`src/rtl/apb_spi_xfer_ctrl_if.sv`:
```
`default_nettype none
// ============================================================================
// Module   : apb_spi_xfer_ctrl_if
// Brief    : APB bus bundle between the transfer controller and the SPI wrapper
// Revision : 1.0
// ============================================================================
interface apb_spi_xfer_ctrl_if;
  logic        psel;
  logic        penable;
  logic        pwrite;
  logic [7:0]  paddr;
  logic [7:0]  pwdata;
  logic [15:0] prdata;
  logic        pready;
  logic        pslverr;

  modport master (
    output psel, penable, pwrite, paddr, pwdata,
    input  prdata, pready, pslverr
  );

  modport slave (
    input  psel, penable, pwrite, paddr, pwdata,
    output prdata, pready, pslverr
  );
endinterface
`default_nettype wire

```
`src/rtl/apb_spi_xfer_ctrl.sv`:
```
`default_nettype none
// ============================================================================
// Module   : apb_spi_xfer_ctrl
// Brief    : 2-client round-robin APB master sequencing TX write, status poll
//            and RX read through the SPI wrapper
// Revision : 1.0
// ============================================================================
module apb_spi_xfer_ctrl #(
  parameter logic [7:0] STATUS_ADDR = 8'h04,
  parameter logic [7:0] RXDATA_ADDR = 8'h08,
  parameter logic [7:0] TXDATA_ADDR = 8'h0C,
  parameter int         RXV_BIT     = 0,
  parameter int         POLL_MAX    = 16
) (
  input  wire logic            pclk_i,
  input  wire logic            presetn_i,
  input  wire logic            req0_i,
  input  wire logic [7:0]      tx0_i,
  output logic                 done0_o,
  output logic                 err0_o,
  output logic [7:0]           rx0_o,
  input  wire logic            req1_i,
  input  wire logic [7:0]      tx1_i,
  output logic                 done1_o,
  output logic                 err1_o,
  output logic [7:0]           rx1_o,
  output logic                 busy_o,
  apb_spi_xfer_ctrl_if.master  apb
);

  localparam logic [7:0] c_poll_max = 8'(POLL_MAX);

  typedef enum logic [2:0] {
    S_IDLE        = 3'd0,
    S_WR_SETUP    = 3'd1,
    S_WR_ACCESS   = 3'd2,
    S_POLL_SETUP  = 3'd3,
    S_POLL_ACCESS = 3'd4,
    S_RD_SETUP    = 3'd5,
    S_RD_ACCESS   = 3'd6,
    S_DONE        = 3'd7
  } state_t;

  state_t     state_q, state_d;
  logic       id_q, id_d;
  logic       last_q, last_d;
  logic [7:0] tx_q, tx_d;
  logic [7:0] cnt_q, cnt_d;
  logic       err_q, err_d;
  logic [7:0] rx0_q, rx0_d;
  logic [7:0] rx1_q, rx1_d;
  logic       w_finish;
  logic [7:0] w_rx_res;

  // last_q resets to client 1 so that client 0 wins the first tie
  always_ff @(posedge pclk_i or negedge presetn_i) begin
    if (!presetn_i) begin
      state_q <= S_IDLE;
      id_q    <= 1'b0;
      last_q  <= 1'b1;
      tx_q    <= 8'h00;
      cnt_q   <= 8'h00;
      err_q   <= 1'b0;
      rx0_q   <= 8'h00;
      rx1_q   <= 8'h00;
    end else begin
      state_q <= state_d;
      id_q    <= id_d;
      last_q  <= last_d;
      tx_q    <= tx_d;
      cnt_q   <= cnt_d;
      err_q   <= err_d;
      rx0_q   <= rx0_d;
      rx1_q   <= rx1_d;
    end
  end

  always_comb begin
    state_d     = state_q;
    id_d        = id_q;
    last_d      = last_q;
    tx_d        = tx_q;
    cnt_d       = cnt_q;
    err_d       = err_q;
    rx0_d       = rx0_q;
    rx1_d       = rx1_q;
    w_finish    = 1'b0;
    w_rx_res    = 8'h00;
    apb.psel    = 1'b0;
    apb.penable = 1'b0;
    apb.pwrite  = 1'b0;
    apb.paddr   = 8'h00;
    apb.pwdata  = 8'h00;

    case (state_q)
      S_IDLE: begin
        if (req0_i || req1_i) begin
          id_d    = (req0_i && req1_i) ? ~last_q : req1_i;
          tx_d    = id_d ? tx1_i : tx0_i;
          err_d   = 1'b0;
          state_d = S_WR_SETUP;
        end
      end
      S_WR_SETUP, S_WR_ACCESS: begin
        apb.psel    = 1'b1;
        apb.penable = (state_q == S_WR_ACCESS);
        apb.pwrite  = 1'b1;
        apb.paddr   = TXDATA_ADDR;
        apb.pwdata  = tx_q;
        if (state_q == S_WR_SETUP) begin
          state_d = S_WR_ACCESS;
        end else if (apb.pready) begin
          if (apb.pslverr) begin
            err_d    = 1'b1;
            w_finish = 1'b1;
            state_d  = S_DONE;
          end else begin
            cnt_d   = 8'h00;
            state_d = S_POLL_SETUP;
          end
        end
      end
      S_POLL_SETUP, S_POLL_ACCESS: begin
        apb.psel    = 1'b1;
        apb.penable = (state_q == S_POLL_ACCESS);
        apb.paddr   = STATUS_ADDR;
        if (state_q == S_POLL_SETUP) begin
          state_d = S_POLL_ACCESS;
        end else if (apb.pready) begin
          cnt_d = cnt_q + 8'd1;
          if (apb.pslverr || (!apb.prdata[RXV_BIT] && (cnt_d == c_poll_max))) begin
            err_d    = 1'b1;
            w_finish = 1'b1;
            state_d  = S_DONE;
          end else if (apb.prdata[RXV_BIT]) begin
            state_d = S_RD_SETUP;
          end else begin
            state_d = S_POLL_SETUP;
          end
        end
      end
      S_RD_SETUP, S_RD_ACCESS: begin
        apb.psel    = 1'b1;
        apb.penable = (state_q == S_RD_ACCESS);
        apb.paddr   = RXDATA_ADDR;
        if (state_q == S_RD_SETUP) begin
          state_d = S_RD_ACCESS;
        end else if (apb.pready) begin
          w_finish = 1'b1;
          state_d  = S_DONE;
          if (apb.pslverr) begin
            err_d = 1'b1;
          end else begin
            w_rx_res = apb.prdata[7:0];
          end
        end
      end
      S_DONE: begin
        last_d  = id_q;
        state_d = S_IDLE;
      end
      default: state_d = S_IDLE;
    endcase

    // Result lands in the granted client's hold register as DONE is entered
    if (w_finish) begin
      if (id_q) rx1_d = w_rx_res;
      else      rx0_d = w_rx_res;
    end
  end

  assign done0_o = (state_q == S_DONE) && !id_q;
  assign done1_o = (state_q == S_DONE) &&  id_q;
  assign err0_o  = done0_o && err_q;
  assign err1_o  = done1_o && err_q;
  assign rx0_o   = rx0_q;
  assign rx1_o   = rx1_q;
  assign busy_o  = (state_q != S_IDLE);

endmodule
`default_nettype wire
```
`src/flat_wrapper.sv`:
```
// flat-port wrapper written by rule: the top's interface ports become plain ports
module apb_spi_xfer_ctrl_flat 
#(
  parameter logic [7:0] STATUS_ADDR = 8'h04,
  parameter logic [7:0] RXDATA_ADDR = 8'h08,
  parameter logic [7:0] TXDATA_ADDR = 8'h0C,
  parameter int         RXV_BIT     = 0,
  parameter int         POLL_MAX    = 16
)
  (pclk_i, presetn_i, req0_i, tx0_i, done0_o, err0_o, rx0_o, req1_i, tx1_i, done1_o, err1_o, rx1_o, busy_o, apb_psel, apb_penable, apb_pwrite, apb_paddr, apb_pwdata, apb_prdata, apb_pready, apb_pslverr);
  apb_spi_xfer_ctrl_if apb_i ();
  input  wire logic pclk_i;
  input  wire logic presetn_i;
  input  wire logic req0_i;
  input  wire logic [7:0] tx0_i;
  output logic done0_o;
  output logic err0_o;
  output logic [7:0] rx0_o;
  input  wire logic req1_i;
  input  wire logic [7:0] tx1_i;
  output logic done1_o;
  output logic err1_o;
  output logic [7:0] rx1_o;
  output logic busy_o;
  output wire logic [$bits(apb_i.psel)-1:0] apb_psel;
  output wire logic [$bits(apb_i.penable)-1:0] apb_penable;
  output wire logic [$bits(apb_i.pwrite)-1:0] apb_pwrite;
  output wire logic [$bits(apb_i.paddr)-1:0] apb_paddr;
  output wire logic [$bits(apb_i.pwdata)-1:0] apb_pwdata;
  input wire logic [$bits(apb_i.prdata)-1:0] apb_prdata;
  input wire logic [$bits(apb_i.pready)-1:0] apb_pready;
  input wire logic [$bits(apb_i.pslverr)-1:0] apb_pslverr;
  assign apb_psel = apb_i.psel;
  assign apb_penable = apb_i.penable;
  assign apb_pwrite = apb_i.pwrite;
  assign apb_paddr = apb_i.paddr;
  assign apb_pwdata = apb_i.pwdata;
  assign apb_i.prdata = apb_prdata;
  assign apb_i.pready = apb_pready;
  assign apb_i.pslverr = apb_pslverr;
  apb_spi_xfer_ctrl #(.STATUS_ADDR(STATUS_ADDR), .RXDATA_ADDR(RXDATA_ADDR), .TXDATA_ADDR(TXDATA_ADDR), .RXV_BIT(RXV_BIT), .POLL_MAX(POLL_MAX)) u_core (.pclk_i(pclk_i), .presetn_i(presetn_i), .req0_i(req0_i), .tx0_i(tx0_i), .done0_o(done0_o), .err0_o(err0_o), .rx0_o(rx0_o), .req1_i(req1_i), .tx1_i(tx1_i), .done1_o(done1_o), .err1_o(err1_o), .rx1_o(rx1_o), .busy_o(busy_o), .apb(apb_i));
endmodule
```
`config.mk`:
```
export PLATFORM = sky130hd
export DESIGN_NAME = apb_spi_xfer_ctrl_flat
export DESIGN_NICKNAME = d
export VERILOG_FILES = /design/src/rtl/apb_spi_xfer_ctrl_if.sv /design/src/rtl/apb_spi_xfer_ctrl.sv /design/src/flat_wrapper.sv
export SDC_FILE = /design/constraint.sdc
export NUM_CORES = 1
export LEC_CHECK = 0
export CAP_MARGIN = 20
export CELL_PAD_IN_SITES_DETAIL_PLACEMENT = 1
export CELL_PAD_IN_SITES_GLOBAL_PLACEMENT = 1
export CORE_ASPECT_RATIO = 1.25
export CORE_MARGIN = 2
export CORE_UTILIZATION = 34
export CTS_BUF_LIST = sky130_fd_sc_hd__clkbuf_2
export CTS_CLUSTER_DIAMETER = 40
export DETAILED_ROUTE_END_ITERATION = 10
export PLACE_DENSITY_LB_ADDON = 0.1
export SLEW_MARGIN = 5
export SYNTH_ARGS = -nofsm -noshare
export SYNTH_HDL_FRONTEND = slang
export SYNTH_SLANG_ARGS = --single-unit
```
`constraint.sdc`:
```
create_clock -name pclk_i -period 2.5 [get_ports pclk_i]
set_input_delay 0.375 -clock pclk_i [delete_from_list [all_inputs] [get_ports pclk_i]]
set_output_delay 0.375 -clock pclk_i [all_outputs]
set_load 0.1 [all_outputs]
```
After elaboration in Yosys (flattened, before gate mapping)
Index checks and enable logic that the tools add are counted.
{"block": "word_totals", "inputBits": 38, "reg_bits": 38, "word_cells": 100}
{"block": "classes", "bitwise_logic": 2, "eq_ne": 19, "add_sub_neg": 1, "n_reduce_logical": 24, "mux": 46}
{"operator": "$mux W8", "n": 11}
{"operator": "$mux W3", "n": 10}
{"operator": "$mux W1", "n": 19}
{"operator": "$pmux W8 S2", "n": 1}
{"operator": "$pmux W3 S5", "n": 1}
{"operator": "$eq A3 B3 Y1 const B", "n": 4}
{"operator": "$ne A2 B2 Y1 const B", "n": 6}
{"operator": "$pmux W4 S3", "n": 1}
{"operator": "$ne A3 B2 Y1 const B", "n": 3}
{"operator": "$add A8 B1 Y8 const B", "n": 1}
{"operator": "$eq A8 B5 Y1 const B", "n": 1}
{"operator": "$reduce_and A7 Y1", "n": 1}
{"operator": "$eq A3 B2 Y1 const B", "n": 2}
{"operator": "$logic_and A1 B1 Y1", "n": 6}
{"operator": "$pmux W1 S3", "n": 2}
{"operator": "$reduce_and A2 Y1", "n": 3}
{"operator": "$reduce_and A6 Y1", "n": 1}
{"operator": "$reduce_or A2 Y1", "n": 3}
{"operator": "$reduce_or A6 Y1", "n": 1}
{"operator": "$ne A2 B1 Y1 const B", "n": 2}
{"operator": "$pmux W1 S4", "n": 1}
{"operator": "$reduce_and A4 Y1", "n": 1}
{"operator": "$reduce_bool A4 Y1", "n": 1}
{"operator": "$eq A3 B1 Y1 const B", "n": 1}
{"operator": "other kinds (6)", "n": 9}

Depth between registers and ports, before layout
{"block": "depth", "word_depth": 9, "depth_mapped": 7, "depth_no_buf": 5}

Worst setup path after synthesis
No wires, ideal clock.
{"block": "synth_path", "kind": "register -> output", "start": "register u_core.state_q[1]", "end": "output apb_pwdata[0]", "slack_ns": -2.030, "required_ns": 2.125, "n_path_buf": 2, "t_arrival_ns": 4.155, "stages_incl_launch_ff": 6, "path_cell_list": "dfrtp_1 clkbuf_1 xor2_1 nor2b_1 clkbuf_1 and2_1"}
{"block": "synth_via", "elab_chain_cells": 3, "word_cells_on_any_way": 4, "classes_between": "eq/ne (2); mux (1); reduce/logical (1)"}
{"element": "start: declaration", "line_no": "apb_spi_xfer_ctrl.sv:44", "source": "state_t state_q, state_d;"}
{"element": "start signal: assignment", "line_no": "apb_spi_xfer_ctrl.sv:67", "source": "state_q <= state_d;"}
{"element": "$eq A3 B1 Y1 / $eq A3 B2 Y1 (equally long branches)", "line_no": "apb_spi_xfer_ctrl.sv:95", "source": "case (state_q)"}
{"element": "$reduce_or A2 Y1 (*)"}
{"element": "$mux W8 (*)", "line_no": "apb_spi_xfer_ctrl.sv:95"}
{"element": "end: declaration", "line_no": "flat_wrapper.sv:29", "source": "output wire logic [$bits(apb_i.pwdata)-1:0] apb_pwdata;"}
Every way passes the cells marked *; elsewhere a longest branch is shown, timed or not.

Final worst setup path
{"block": "layout_path", "start": "register u_core.state_q[1]", "end": "output apb_pwdata[7]"}
Same word-level chain as after synthesis.

==> qor.txt <==
Most used DFF post-synth - dfrtp_1
Req. time, crit path - 2.12 ns
Fill cell instance count of the final layout - 715
Total DRC errors in the routed layout - 0
Via count of the first global-routing pass - 1952
Endpoints failing setup - 0
Mux contribution to synthesized area - 6.250%
Post-Synth XOR/XNOR Area - 2.889%
Placer Congestion - 0.7171
Die Y - 92.33 um
Clock edge transition at the registers on the reported setup and hold paths - 0.23 ns
Highest attainable clock frequency - 0.4353 GHz
Cell row count - 32
Most frequent cells in the layout - dfrtp_1 (35), nand2_1 (29), clkdlybuf4s50_1 (28), buf_4 (28), nor2_1 (20)
Library cell with the largest summed area after synthesis - dfrtp_1
Slowest cell on the critical path - dfrtp_2
Proportion of synthesized flip-flops having asynchronous set or reset - 100.0%
Aggregate global-route resource usage - 18.22%
Synth warn - 0
Overall die area - 0.006893 sq mm
Count of buffers from port buffering - 63
Number of buffers inserted for hold repair after clock tree synthesis - 0
Startpoint kind of the worst setup timing path - flop
Count of cell types in the netlist - 43
Worst Hold Class - in -> async
Number of buffers on the longest clock path - 2
Flop-to-flop setup slack - 0.28 ns
Antenna viol nets, final - 0
Average detailed-routed wire length per instance - 15.18 um
Pin slew with the least headroom to its limit - 0.8699 ns
Total standard cell area after synthesis - 0.002122 sq mm
Starting density of the core - 34.87%
Critical path cell sequence - buf_4 > xor2_4 > nor2b_1 > buf_4 > and2_4 > buf_12
Fraction of layout instances using a drive strength above 1 - 25.25%
Run status - finished, final reports clean
Cell types occupying the most area after synthesis - dfrtp_1 (44%), and2_1 (5.6%), mux2i_1 (5.2%)
Layout net count - 336
Initial antenna violation count - 0
Leading cell type in the layout, fill and taps excluded - dfrtp_1
Seq/Total Area, Yosys - 44.87%
Kind of capture point of the worst setup path - output pin
Antenna diodes - 0
Clock root buffer master - clkbuf_2
Routed WL - 5.800 mm
Final count of hold timing violations - 0
Worst skew pair latency - 0.43 ns
First-pass GRT wire length - 9.611 mm
Class of the most critical setup path - reg -> out
DRT iter0 DRCs - 41
RSZ-0062 raised after global routing - no
Worst reg2reg path depth - 5
Highest cell delay on the worst timing path - 0.51 ns
Final critical-path required period - 2.297 ns
Cell type with the highest occurrence count on the critical path - buf_4
Total core area - 0.006086 sq mm
Clock Sink Count - 38
Max cap viols - 0
Signed area change from the synthesized netlist to the final layout - 47.58%
Overall via count from detail_route - 1892
Number of vias per cell after detailed routing - 4.953
Max FO, Critical Path - 10
Number of buffers inserted during clock tree synthesis - 5
Combinational family with the most area after synthesis - simple AND/OR/NAND/NOR gates
PostCTS Resize Cnt - 0
I/O pin cnt - 78
Synthesized instance count - 231
Post-CTS repair timing setup buffer count - 0
Synth top area share - 43.63%
Total grt overflow - 0
Synthesized-area fraction occupied by and/or/nand/nor cells - 23.76%
Number of enable-type register cells in the synthesized netlist - 0
Clock tree from TritonCTS - built
Post-synthesis share of cell area spent on full adders, half adders and majority gates - 1.651%
Share of the synthesized area in compound gates (AO/OA/AOI/OAI) - 15.27%
Width of the die - 74.66 um
First-pass iteration count of the detailed router - 2
Headroom to the max-slew limit - 42.00%
Number of max-slew violations in the final report - 0
Setup TNS - 0 ns
Fin Clk Skew - 0.02271 ns
Pin count of the biggest net entering global routing - 39
#FFs+latches synth - 38
Fraction of the core area covered by cells at the end of the flow - 51.46%
Maximum level of the CTS H-tree - 2
Critical Path AT - 1.92 ns
Mean area per synthesized cell - 9.186 sq um
DP Wirelength - 4.214 mm
Final period util - 91.88%
flip-flops by register name, summed over array words and instances (netlist names):
name	count
u_core.err_q	1
u_core.rx0_o	8
u_core.id_q	1
u_core.last_q	1
u_core.tx_q	8
u_core.cnt_q	8
u_core.state_q	3
u_core.rx1_o	8
layer usage:
metal | vias up | track usage, % | part of all wire, %
met5 | - | 0 | 0
li1 | 929 | - | -
met4 | 0 | 5.804 | 1.4
met3 | 6 | 3.482 | 3.1
met1 | 923 | 22.42 | 43
met2 | 34 | 31.49 | 53
stage by stage:
stage / std cells / cell area (sq um) / hold slack [ns] / setup slack [ns]
finish: 382 / 3132 / 0.02512 / 0.2029
detailed placement: 374 / 3035 / 0.5171 / 0.09897
CTS: 382 / 3129 / 0.03451 / 0.02043
global placement: 374 / 3035 / 0.4983 / 0.1451
global route: 382 / 3132 / 0.06069 / 0.05241
floorplan: 236 / 2206 / 0.07941 / 0.009065
Yosys cell counts, types with 2 or more instances:
cell type / n
dfrtp_1: 37
nand2_1: 29
nor2_1: 22
and2_1: 19
a21oi_1: 12
clkbuf_1: 11
mux2i_1: 11
o22ai_1: 10
o21ai_0: 9
a32o_1: 8
nand3_1: 7
buf_4: 6
and3_1: 4
nor3_1: 4
xnor2_1: 4
buf_2: 3
xor2_1: 3
a22o_1: 2
ha_1: 2
mux2_2: 2
nor2b_1: 2
or2b_1: 2
or3_1: 2
cell families (layout without fill, tap and decap cells):
kind of cell	Yosys count	count (layout)
AND/OR/NAND/NOR	99	99
AO/OA/AOI/OAI	48	48
flip-flops	38	38
buffers and inverters	22	83
multiplexers	13	13
XOR/XNOR	7	7
adder cells (fa/ha/maj)	3	3
other	1	6
final cells by class:
class	instances	area, sq um	share of cell area (%)
clock buffer	5	25.02	0.7990
clock inverter	3	68.82	2.197
inverter	1	3.754	0.1199
multi-input combinational	176	1137	36.32
sequential	38	954.7	30.48
tap	85	106.4	3.396
timing repair buffer	74	835.8	26.69
worst paths after layout:
check	startpoint	end
setup / recovery	u_core.state_q[1]	apb_pwdata[7]
hold / removal	presetn_i	u_core.rx1_o[0]
setup reg to reg	u_core.cnt_q[0]	u_core.rx1_o[1]
hold reg to reg	u_core.last_q	u_core.last_q
max in group asynchronous	presetn_i	u_core.state_q[0]
min in group pclk_i	apb_prdata[3]	u_core.rx0_o[3]
worst max-delay path, delay by kind of cell, from the launching register on:
kind / cells / cell delay [ns]
xor gates and xnor gates: 1 / 0.15
buffers and inverters: 3 / 0.53
DFF: 1 / 0.51
and+or+nand+nor: 2 / 0.31
Power is left out: the tool's default activity adds up to more than one toggle a clock period on the data nets, which glitch-free logic cannot reach.
